### src/rtl/game_ctrl.sv
// Game-flow controller: title -> ready countdown -> play -> game over.
// Drives the bird physics block, detects ground/ceiling/pipe collisions and
// keeps the current and best score.
module game_ctrl #(
    parameter int unsigned BIRD_X      = 100,
    parameter int unsigned BIRD_W      = 20,
    parameter int unsigned BIRD_H      = 20,
    parameter int unsigned PIPE_W      = 40,
    parameter int unsigned GAP_H       = 120,
    parameter int unsigned READY_TICKS = 8,
    parameter int unsigned OVER_TICKS  = 16
) (
    input  logic        clk,
    input  logic        rst,
    input  logic        frame_tick,
    input  logic        start,
    input  logic        pause,
    input  logic [10:0] y_coord,
    input  logic [10:0] pipe_x,
    input  logic [10:0] gap_y,
    output logic [1:0]  state,
    output logic        enable,
    output logic [7:0]  score,
    output logic [7:0]  hi_score,
    output logic        collide,
    output logic [3:0]  countdown
);

    localparam int unsigned TW = $clog2(OVER_TICKS + 1);

    // Geometry constants as 12-bit signed so every sum below stays signed
    localparam logic signed [11:0] BX   = 12'(BIRD_X);
    localparam logic signed [11:0] BW   = 12'(BIRD_W);
    localparam logic signed [11:0] BH   = 12'(BIRD_H);
    localparam logic signed [11:0] PW   = 12'(PIPE_W);
    localparam logic signed [11:0] GH   = 12'(GAP_H);
    localparam logic signed [11:0] CEIL = 12'sd485;

    typedef enum logic [1:0] {
        StIdle  = 2'd0,
        StReady = 2'd1,
        StPlay  = 2'd2,
        StOver  = 2'd3
    } state_t;

    state_t          state_q, state_d;
    logic            start_q, pause_q;
    logic            paused_q, paused_d;
    logic [3:0]      countdown_q, countdown_d;
    logic [TW-1:0]   timer_q, timer_d;
    logic            ahead_q, ahead_d;
    logic [7:0]      score_q, score_d;
    logic [7:0]      hi_q, hi_d;
    logic            collide_q, collide_d;

    logic            start_rise, pause_rise, tick_play, timer_done;
    logic signed [11:0] y_s, px_s, gy_s, bird_top;
    logic            ahead_now, overlap, v_miss, hit;

    assign start_rise = start & ~start_q;
    assign pause_rise = pause & ~pause_q;
    assign tick_play  = (state_q == StPlay) && frame_tick && !paused_q;
    assign timer_done = (timer_q == TW'(OVER_TICKS));

    // Sign-extend to 12 bits so offsets cannot overflow
    assign y_s      = {y_coord[10], y_coord};
    assign px_s     = {pipe_x[10], pipe_x};
    assign gy_s     = {gap_y[10], gap_y};
    assign bird_top = y_s + BH;

    assign ahead_now = (px_s + PW) > BX;
    assign overlap   = (px_s < (BX + BW)) && ahead_now;
    assign v_miss    = (y_s < gy_s) || (bird_top > (gy_s + GH));
    assign hit       = (y_s <= 12'sd0) || (bird_top >= CEIL) || (overlap && v_miss);

    // State and datapath registers
    always_ff @(posedge clk or posedge rst) begin
        if (rst) begin
            state_q     <= StIdle;
            start_q     <= 1'b0;
            pause_q     <= 1'b0;
            paused_q    <= 1'b0;
            countdown_q <= '0;
            timer_q     <= '0;
            ahead_q     <= 1'b0;
            score_q     <= '0;
            hi_q        <= '0;
            collide_q   <= 1'b0;
        end else begin
            state_q     <= state_d;
            start_q     <= start;
            pause_q     <= pause;
            paused_q    <= paused_d;
            countdown_q <= countdown_d;
            timer_q     <= timer_d;
            ahead_q     <= ahead_d;
            score_q     <= score_d;
            hi_q        <= hi_d;
            collide_q   <= collide_d;
        end
    end

    // Next-state, scoring and collision logic
    always_comb begin
        state_d     = state_q;
        paused_d    = paused_q;
        countdown_d = countdown_q;
        timer_d     = timer_q;
        ahead_d     = ahead_q;
        score_d     = score_q;
        hi_d        = hi_q;
        collide_d   = 1'b0;
        unique case (state_q)
            StIdle: begin
                paused_d = 1'b0;
                if (start_rise) begin
                    state_d     = StReady;
                    countdown_d = 4'(READY_TICKS);
                    score_d     = '0;
                end
            end
            StReady: begin
                paused_d = 1'b0;
                if (frame_tick) begin
                    if (countdown_q == 4'd1) begin
                        state_d     = StPlay;
                        countdown_d = '0;
                        // Prime from the current pipe so entry never scores
                        ahead_d     = ahead_now;
                    end else begin
                        countdown_d = countdown_q - 4'd1;
                    end
                end
            end
            StPlay: begin
                if (pause_rise) paused_d = ~paused_q;
                if (tick_play) begin
                    if (hit) begin
                        // Collision wins over a same-tick score
                        state_d   = StOver;
                        collide_d = 1'b1;
                        timer_d   = '0;
                        paused_d  = 1'b0;
                        if (score_q > hi_q) hi_d = score_q;
                    end else begin
                        ahead_d = ahead_now;
                        if (ahead_q && !ahead_now && score_q != 8'hff) begin
                            score_d = score_q + 8'd1;
                        end
                    end
                end
            end
            StOver: begin
                paused_d = 1'b0;
                if (frame_tick && !timer_done) timer_d = timer_q + 1'b1;
                if (start_rise && timer_done) begin
                    state_d     = StReady;
                    countdown_d = 4'(READY_TICKS);
                    score_d     = '0;
                end
            end
            default: state_d = StIdle;
        endcase
    end

    assign state     = state_q;
    assign enable    = (state_q == StPlay) && !paused_q;
    assign score     = score_q;
    assign hi_score  = hi_q;
    assign collide   = collide_q;
    assign countdown = countdown_q;

endmodule
### config.mk
export PLATFORM = sky130hd
export DESIGN_NAME = game_ctrl
export DESIGN_NICKNAME = d
export VERILOG_FILES = /design/src/rtl/game_ctrl.sv
export SDC_FILE = /design/constraint.sdc
export NUM_CORES = 1
export LEC_CHECK = 0
export BUFFER_PORTS_ARGS = -buffer_cell sky130_fd_sc_hd__buf_2
export CAP_MARGIN = 20
export CORE_MARGIN = 8
export CORE_UTILIZATION = 42
export DETAILED_ROUTE_END_ITERATION = 7
export GPL_TIMING_DRIVEN = 0
export PLACE_DENSITY = 0.6
export SETUP_SLACK_MARGIN = 0.02
export SYNTH_ARGS = -nofsm -noshare
export SYNTH_HDL_FRONTEND = slang
export SYNTH_SLANG_ARGS = --single-unit
### constraint.sdc
create_clock -name clk -period 2.35 [get_ports clk]
set_input_delay 0.47 -clock clk [delete_from_list [all_inputs] [get_ports clk]]
set_output_delay 0.47 -clock clk [all_outputs]
set_load 0.02 [all_outputs]
==> results.md, run 1 <==
- DRT iter0 DRCs: about 110
- Final Skew: about 0.011 ns
- Vias in the first global route: ~3.1k
- Cells after DPL: roughly 530
- Critical-path maximum fanout: 8
- Most frequent cells in the layout: buf_2, ha_1, inv_1
- Full die area: around 11,000 µm²
- DP Wirelength: approximately 6400 µm
- Root Driver: clkbuf_8
- Top_reg_cell synth: dfrtp_1
- RR Startpoint: state[0]
- Drt first pass iters: 4
- Most common cell after layout, fill and taps aside: buf_2
- Ports: 62
- # clock sinks: 32
- Number of diodes: 0
- Mapped cell area: approximately 3200 µm²
- Worst setup SP type: primary input
- Num CTS Buffers: 5
- DIE WIDTH: 103 µm
- Worst r2r dst: score[5]
- Critical Path AT: approximately 3 ns
- Final setup violation count: 25
- CTS H-tree lvls: 2
- GRT overflow: 0
- Pre-CTS setup slack: -1.33 ns
- Synth Instances: roughly 370
- Die height: a little over 100 µm
- Clk network pwr share: a little under a fifth
- Yosys top cell by area: dfrtp_1
- Clk Latency, worst-skew pair: 0.29 ns
- Area grow syn2layout: 39.1%
- Total track usage: 16.4%
- Pin count of the biggest net entering global routing: 18
- # nets final: approximately 530
- Worst-Margin Slew: ~0.72 ns
- Final ANT Viol Nets: 0
- Register area share after synthesis: between 20% and 30%
- Met3 WL: ~380 µm
- Sequential power share: 25.0%
- FP Rows: 31
- Share of layout cells above drive strength 1: 37.8%
- IO buf count: between 60 and 70
- WP data required: around 2.5 ns
- WL met2: between 4000 and 5000 µm
- Leakage: between 2 and 2.5 nW
- Yosys warnings: 0
- First-pass GRT wire length: 14,000 µm
- RSZ-0062 raised after global routing: true
- Combinational power share: approximately 56%
- Core area: approximately 7300 µm²
- Max-slew headroom: 51.8%
- Pins Over Slew Limit: 0
- # hold bufs at CTS: 0
- Max-Cap Viols: 0
- Internal reg-to-reg setup slack: -0.05 ns
- Final hold vios: 0
- Critical path capture point type: flip-flop
- Via/cell ratio: roughly 5.5
- Clock-pin slew on the worst setup and hold paths: 0.08 ns
- Worst Slack Setup Final: -0.542 ns
- Initial antenna violation count: 0
- Synth top area share: 25.2%
- Post-synth EDFFs: 0
- Switching Fraction: 42.6%
- Switching power: between 1 and 1.5 mW
- Pwr dens: 711 nW/µm²
- Max clock buf depth: 2
- Wire length on met1: between 3000 and 4000 µm
- Synth area leaders: dfrtp_1, ha_1, inv_1
- Failing checks: negative setup slack
- R2R depth: 10
- Max Freq: between 300 and 400 MHz
- CTS tree: done
- DR vias: 3,037
- Final period util: 123%
- Final wirelength: approximately 8400 µm
- Async SR Flop Fraction: between 90% and 100%
- Peak supply drop: between 0.3 and 0.4 mV
- Non-Filler Instances: between 500 and 600
- Status: finished with violations
- Cell Int Power: 1.81 mW
- Syn Area/Cell: slightly below 9 µm²
- DR WL/cell: between 15 and 20 µm
- Syn_nets: about 440
- Period minus WS final: 2.89 ns
- Initial Util: between 40% and 50%
- Gpl congestion: 0.845
- Worst min-delay path category: in -> async
- WS Path Type: in -> reg
- Count of cell types in the netlist: 65
- Highest Signal Layer: met4
- Post-synthesis sequential element count: 32
- DRC viols: 0
critical path: stages:
cell	delay, ns
buf_12	0.10
inv_12	0.03
ha_4	0.24
ha_4	0.24
nand2_2	0.07
o21ba_4	0.15
o311a_1	0.29
o221a_1	0.23
or4_4	0.46
a31oi_4	0.17
or3_1	0.14
buf_6	0.16
mux2_4	0.31
per-layer routing:
layer | track usage [%] | up-vias
met3 | 2.70 | 7
met1 | 19.7 | 1455
met4 | 4.89 | 0
met2 | 29.1 | 59
li1 | - | 1516
met5 | 0 | -
per-stage QoR:
| step | hold WS, ns | utilization (%) | power [mW] | setup TNS [ns] | area (µm²) |
|---|---|---|---|---|---|
| floorplan | 0.491 | - | 1.85 | -9.85 | 3300 |
| global placement | 0.515 | 51.2 | 2.22 | -24.67 | 3730 |
| detailed placement | 0.520 | 51.6 | 2.25 | -25.37 | 3760 |
| CTS | 0.291 | 58.1 | 3.04 | -8.37 | 4240 |
| global route | 0.293 | 60.7 | 3.41 | -11.18 | 4430 |
| finish | 0.284 | 60.7 | 3.15 | -8.59 | 4430 |
cell families after synthesis:
| kind of cell | after synthesis | synth area share, % |
|---|---|---|
| adders and majority gates | 42 | 16.5 |
| xor gates and xnor gates | 14 | 4.72 |
| muxes | 12 | 5.11 |
| buffers and inverters | 46 | 5.97 |
| DFF | 32 | 25.2 |
| and+or+nand+nor | 130 | 22.8 |
| AOI/OAI and AO/OA | 89 | 19.8 |
worst max path at each step:
stage,cells after the start,startpoint,to
after CTS,13,y_coord[5],hi_score[7]
after floorplan,12,y_coord[3],hi_score[0]
after detailed placement,14,y_coord[3],hi_score[7]
final,13,y_coord[3],hi_score[7]
after global routing,14,y_coord[3],hi_score[5]
after global placement,14,y_coord[3],hi_score[7]
repair_timing:
action                                  in CTS  in global routing
gates cloned                                 1                  0
resized for setup                           47                 34
pin swaps                                   16                 10
endpoints found under the setup margin      26                 27
setup buffers                               15                  6
final cells by class:
type	instances	area, µm²
Fill cell	675	2860
Tap cell	99	124
Clock buffer	7	96.3
Multi-Input combinational cell	287	2580
Timing Repair Buffer	82	561
Inverter	38	160
Buffer	8	75.1
Clock inverter	1	30.0
Sequential cell	32	801
state kept, by name, indices dropped and copies added (netlist names):
signal and count:
pause_q 1, paused_q 1, hi_score 8, countdown 4, start_q 1, timer_q 5
state 2, collide 1, score 8, ahead_q 1
synthesized netlist by cell type, types with 2 or more instances:
cell / instances
nand4_1: 11
a31oi_1: 3
mux2i_1: 2
a21o_1: 5
nor4_1: 5
xnor2_1: 10
clkbuf_1: 4
or3_1: 7
nand2b_1: 6
nand3_1: 16
nor2b_1: 5
nor2_1: 20
o21a_1: 4
ha_1: 41
and3b_1: 2
o21ai_0: 26
nand2_1: 24
inv_1: 38
nor3_1: 9
o211ai_1: 2
a22o_1: 2
dfrtp_1: 32
o31ai_1: 6
and2_1: 5
a21oi_1: 16
nand3b_1: 5
nand4bb_1: 2
xnor3_1: 2
buf_6: 2
o221ai_1: 3
nor3b_2: 2
mux2_1: 2
buf_2: 2
xor2_1: 2
mux2_4: 8
o31a_1: 2
o211a_1: 3
and3_1: 2
power groups by stage:
| stage | clock network [mW] | logic (mW) | registers (mW) |
|---|---|---|---|
| after floorplan | 0 | 0.992 | 0.855 |
| after global placement | 0 | 1.43 | 0.788 |
| after detailed placement | 0 | 1.46 | 0.790 |
| after CTS | 0.600 | 1.66 | 0.779 |
| after global routing | 0.626 | 1.98 | 0.807 |
| final | 0.595 | 1.77 | 0.786 |
Power figures use the tool's default switching activity.
==> inputs of run 2 (changes only) <==
- SKIP_CTS_REPAIR_TIMING: default -> 1
- clock period: 2.35 -> 3.35 ns (I/O delays scaled with it)
==> run 2 against run 1 <==
Net effect:
- the flow now finishes without violations
- hold slack better by 0.15 ns
- first-iteration DRC count increased by 3.6%
- core utilization decreased by 7.4 points
- critical path type unchanged
==> results.md, run 2 (synthesized netlist as in run 1, its figures left out) <==
- Status: completed
- Pins Over Slew Limit: 0 (unchanged)
- Fill count: 724 (+7.3%)
- Cell Int Power: 1.08 mW (-40%)
- Max clock buf depth: 2 (unchanged)
- Critical-path maximum fanout: 8 (unchanged)
- CTS H-tree lvls: 2 (unchanged)
- Area grow syn2layout: 22.1%
- Max-slew headroom: 58.8% (+6.9 points)
- Worst Slack Setup Final: 0.116 ns (+0.659 ns)
- Final wirelength: 8020 µm (-4.8%)
- Share of layout cells above drive strength 1: 25.9% (-12 points)
- WP data required: 3.53 ns (+1.01 ns)
- Pre-CTS setup slack: -0.434 ns (+0.899 ns)
- Initial antenna violation count: 0 (unchanged)
- Full die area: 10,600 µm² (unchanged)
- DRC viols: 0 (unchanged)
- Cell Area, Placed: 3650 µm² (-2.8%)
- Combinational power share: 51.9% (-4.2 points)
- Number of diodes: 0 (unchanged)
- First-pass GRT wire length: 13,300 µm (-5.6%)
- Core area: 7290 µm² (unchanged)
- Final setup violation count: 0 (-100%)
- IO buf count: 61 (unchanged)
- Clk network pwr share: 19.7% (+0.8 points)
- Final Skew: 0.00714 ns (-0.00424 ns)
- DRT iter0 DRCs: 116 (+3.6%)
- DR WL/cell: 15.0 µm (-1.4%)
- Total track usage: 15.6% (-0.83 points)
- WS Path Type: in -> reg
- # clock sinks: 32 (unchanged)
- GRT overflow: 0 (unchanged)
- Final ANT Viol Nets: 0 (unchanged)
- Pwr dens: 499 nW/µm² (-30%)
- Final period util: a little over nine tenths
- FP Rows: 31 (unchanged)
- Worst hold slack: 0.432 ns (+0.148 ns)
- Via/cell ratio: 5.43 (-1.0%)
- CTS tree: done
- Ports: 62 (unchanged)
- # nets final: 514 (-3.6%)
- Clk Latency, worst-skew pair: 0.30 ns (about the same)
- Num CTS Buffers: 5 (unchanged)
- Root Driver: clkbuf_8
- DP Wirelength: 6310 µm (-1.5%)
- Gpl congestion: 0.817 (-3.3%)
- Switching power: 857 µW (-36%)
- Drt first pass iters: 4 (unchanged)
- Worst setup SP type: primary input
- Period minus WS final: around 3.2 ns
- Worst-Margin Slew: 0.613 ns (-0.108 ns)
- Switching Fraction: 44.2% (+1.6 points)
- Sequential power share: 28.4% (+3.4 points)
- Most common cell after layout, fill and taps aside: buf_2
- DIE WIDTH: 103 µm (unchanged)
- Non-Filler Instances: 535 (-3.4%)
- Final core utilization: 53.3% (-7.4 points)
- DR vias: 2,903 (-4.4%)
- Final hold vios: 0 (unchanged)
- Clock-pin slew on the worst setup and hold paths: 0.08 ns (about the same)
- Initial Util: 43.7% (unchanged)
- Vias in the first global route: 2,835 (-9.5%)
- Max Freq: ~300 MHz
- Pin count of the biggest net entering global routing: 21 (+3)
- Peak supply drop: 0.380 mV (+17%)
- Critical Path AT: 3.41 ns (+0.35 ns)
- Most frequent cells in the layout: buf_2, ha_1, inv_1
- Die height: 103 µm (unchanged)
- Leakage: 1.83 nW (-10%)
- Max-Cap Viols: 0 (unchanged)
- Worst min-delay path category: in -> async
- Cells after DPL: 526 (unchanged)
- Fin area: 3890 µm² (-12%)
- Critical path capture point type: flip-flop
run 2: final timing paths:
check | startpoint | end | slack, ns | cells past startpoint
min reg2reg | hi_score[2] | hi_score[2] | 0.54 | 1
min in group clk | pause | pause_q | 0.50 | 1
max reg2reg | state[0] | score[5] | 0.83 | 10
max in group asynchronous | rst | countdown[0] | 2.40 | 3
min | rst | hi_score[4] | 0.43 | 2
max | y_coord[3] | hi_score[0] | 0.12 | 13
run 2: final cells by class:
class	instances	area, µm²	area share, %
Clock inverter	3	42.5	1.09
Inverter	38	150	3.86
Sequential cell	32	801	20.6
Multi-Input combinational cell	287	2300	59.1
Timing Repair Buffer	65	367	9.43
Tap cell	99	124	3.19
Buffer	6	37.5	0.966
Clock buffer	5	68.8	1.77
run 2: layer usage:
metal  wire length [µm]  global-route usage (%)  share of wire [%]
met3                500                    3.51                6.2
met2               3470                    23.4                 43
met4                110                    4.23                1.4
met5                  0                       0                  0
met1               3940                    21.7                 49
run 2: power groups by stage:
stage               clock (mW)  combinational [mW]  sequential, mW
floorplan                    0               0.649           0.599
global placement             0               0.952           0.555
detailed placement           0               0.973           0.558
CTS                      0.392               0.983           0.550
global route             0.406                1.14           0.570
finish                   0.382                1.01           0.551
run 2: per-stage QoR:
| step | TNS (ns) | power, mW |
|---|---|---|
| floorplan | 0 | 1.25 |
| global placement | -5.23 | 1.51 |
| detailed placement | -5.03 | 1.53 |
| CTS | -0.949 | 1.92 |
| global route | -0.00352 | 2.11 |
| finish | 0 | 1.94 |
run 2: worst max-delay path, cell delays in order:
cell and delay (ns):
buf_4 0.14, inv_4 0.05, ha_4 0.28, ha_4 0.19, nand2_2 0.07, o21ba_2 0.15, o311a_1 0.33, o221a_1 0.21
or4_4 0.44, a31oi_4 0.25, or3_1 0.16, buf_6 0.16, mux2_4 0.31
==> inputs of run 3 (changes only) <==
- CORE_ASPECT_RATIO: default -> 1.5
- RECOVER_POWER: default -> 25
==> run 3 against run 2 <==
Net effect:
- fmax is 2.3% lower
- hold slack worse by 0.059 ns
- largest cell class unchanged
- sequential cell count did not move
- wire length grew 5.6%
- register-to-register slack improved by 0.03 ns
- die area up 0.54%
- setup slack got worse by 0.075 ns
- combinational power is essentially flat
- non-clock buffer count rose by 3
- final area up 1.4%
- critical path depth did not move
- largest power group unchanged
- via count is 3.3% higher
==> results.md, run 3 (synthesized netlist as in run 1, its figures left out) <==
- CTS tree: done
- Worst Slack Setup Final: 0.0408 ns (-0.0753 ns)
- WS Path Type: in -> reg
- Full die area: 10,700 µm² (+0.54%)
- Pre-CTS setup slack: -0.523 ns (-0.0888 ns)
- Final hold vios: 0 (unchanged)
- DP Wirelength: 6820 µm (+8.2%)
- Clock-pin slew on the worst setup and hold paths: 0.05 ns (-0.03 ns)
- Final Skew: 0.00476 ns (-0.00238 ns)
- Max clock buf depth: 2 (unchanged)
- Critical path capture point type: flip-flop
- GRT overflow: 0 (unchanged)
- Final wirelength: 8470 µm (+5.6%)
- Fin area: 3940 µm² (+1.4%)
- DRT iter0 DRCs: 123 (+6.0%)
- # nets final: 517 (+0.58%)
- Most common cell after layout, fill and taps aside: buf_2
- Final setup violation count: 0 (unchanged)
- # clock sinks: 32 (unchanged)
- DR WL/cell: 15.7 µm (+4.4%)
- WP data required: 3.51 ns (-0.02 ns)
- Ports: 62 (unchanged)
- Worst setup SP type: primary input
- Total track usage: 16.4% (+0.84 points)
- CP max stage delay: 0.40 ns (-0.04 ns)
- Initial antenna violation count: 0 (unchanged)
- Register area: 801 µm² (unchanged)
- Worst hold slack: 0.373 ns (-0.0592 ns)
- Setup TNS: 0 ns (unchanged)
- Area of the multi-input gates: 2310 µm² (+0.71%)
- First-pass GRT wire length: 13,900 µm (+5.1%)
- Share of layout cells above drive strength 1: 25.5% (-0.40 points)
- Final ANT Viol Nets: 0 (unchanged)
- Period minus WS final: 3.31 ns (+0.0753 ns)
- Max Freq: 302 MHz (-2.3%)
- WP buf/inv: 2 (-1)
- Cells after DPL: 529 (+0.57%)
- IO buf count: 61 (unchanged)
- Status: completed
- Pins Over Slew Limit: 0 (unchanged)
- Max-slew headroom: 16.3% (-43 points)
- Cell Area, Placed: 3660 µm² (+0.10%)
- Worst-Margin Slew: 1.26 ns (+0.643 ns)
- DRC viols: 0 (unchanged)
- Final core utilization: 52.8% (-0.49 points)
- Core area: 7470 µm² (+2.4%)
- Final period util: 98.8% (+2.2 points)
- Slowest CP cell: or3_4
- DR vias: 3,000 (+3.3%)
- Tot Pwr: 2.02 mW (+4.2%)
- Number of diodes: 0 (unchanged)
- Worst min-delay path category: in -> async
- Die height: 123 µm (+19%)
- Clk Latency, worst-skew pair: 0.28 ns (-0.02 ns)
- Critical Path AT: 3.47 ns (+0.06 ns)
- Num CTS Buffers: 5 (unchanged)
- Most frequent cells in the layout: buf_2, ha_1, inv_1
- Drt first pass iters: 4 (unchanged)
- Leakage: 1.85 nW (+1.1%)
- Critical-path maximum fanout: 10 (+2)
- Critical-path cell list: buf_2 > nand4_1 > nor3_2 > xor2_1 > ha_1 > nand2_2 > or3_4 > nor4_4 > nor3b_2 > a31oi_4 > or3_1 > buf_6 > mux2_4
- Dominant delay contributor by cell family on the critical path: simple AND/OR/NAND/NOR gates
- Fill count: 713 (-1.5%)
- Max-Cap Viols: 0 (unchanged)
- DIE WIDTH: 87.1 µm (-16%)
- Root Driver: clkbuf_16
- Non-Filler Instances: 541 (+1.1%)
- Pwr dens: 513 nW/µm² (+2.7%)
- Initial Util: 42.6% (-1.0 points)
- Area grow syn2layout: 23.9%
- Peak supply drop: 0.331 mV (-13%)
- Pin count of the biggest net entering global routing: 24 (+14%)
- Gpl congestion: 0.846 (+3.6%)
- Via/cell ratio: 5.55 (+2.2%)
- Vias in the first global route: 3,025 (+6.7%)
- FP Rows: 39 (+26%)
- CTS H-tree lvls: 2 (unchanged)
-- run 3: changes by cell type in the layout (fill, tap and decap cells not counted), moves of 2 or more --
cell       delta
clkbuf_8      -4
buf_4         +2
clkbuf_1      +4
clkbuf_16     +5
-- run 3: layout make-up --
cell class,count,share of cell area (%)
Buffer,6,0.952
Timing Repair Buffer,68,9.33
Multi-Input combinational cell,287,58.6
Inverter,38,3.81
Sequential cell,32,20.3
Clock buffer,8,3.71
Tap cell,102,3.24
-- run 3: final timing paths --
check / from / cells past startpoint / slack, ns / end
min reg2reg: hi_score[7] / 1 / 0.53 / hi_score[7]
min in group clk: pause / 1 / 0.51 / pause_q
max reg2reg: state[0] / 10 / 0.86 / score[7]
min: rst / 2 / 0.37 / timer_q[3]
max in group asynchronous: rst / 3 / 1.48 / hi_score[0]
max: y_coord[6] / 13 / 0.04 / hi_score[4]
-- run 3: layer usage --
| layer | global-route usage (%) | part of all wire (%) | wire, µm | vias up |
|---|---|---|---|---|
| met5 | 0 | 0 | 0 | - |
| met4 | 8.23 | 3.6 | 303 | 0 |
| met3 | 2.68 | 4.3 | 367 | 17 |
| met2 | 32.4 | 56 | 4710 | 76 |
| met1 | 15.6 | 36 | 3090 | 1419 |
| li1 | - | - | - | 1488 |
-- run 3: power by group --
group	total, mW	internal [mW]	leakage, nW	switching (mW)
clock network	0.457	0.296	0.0712	0.161
registers	0.553	0.466	0.423	0.0870
logic	1.01	0.399	1.36	0.612
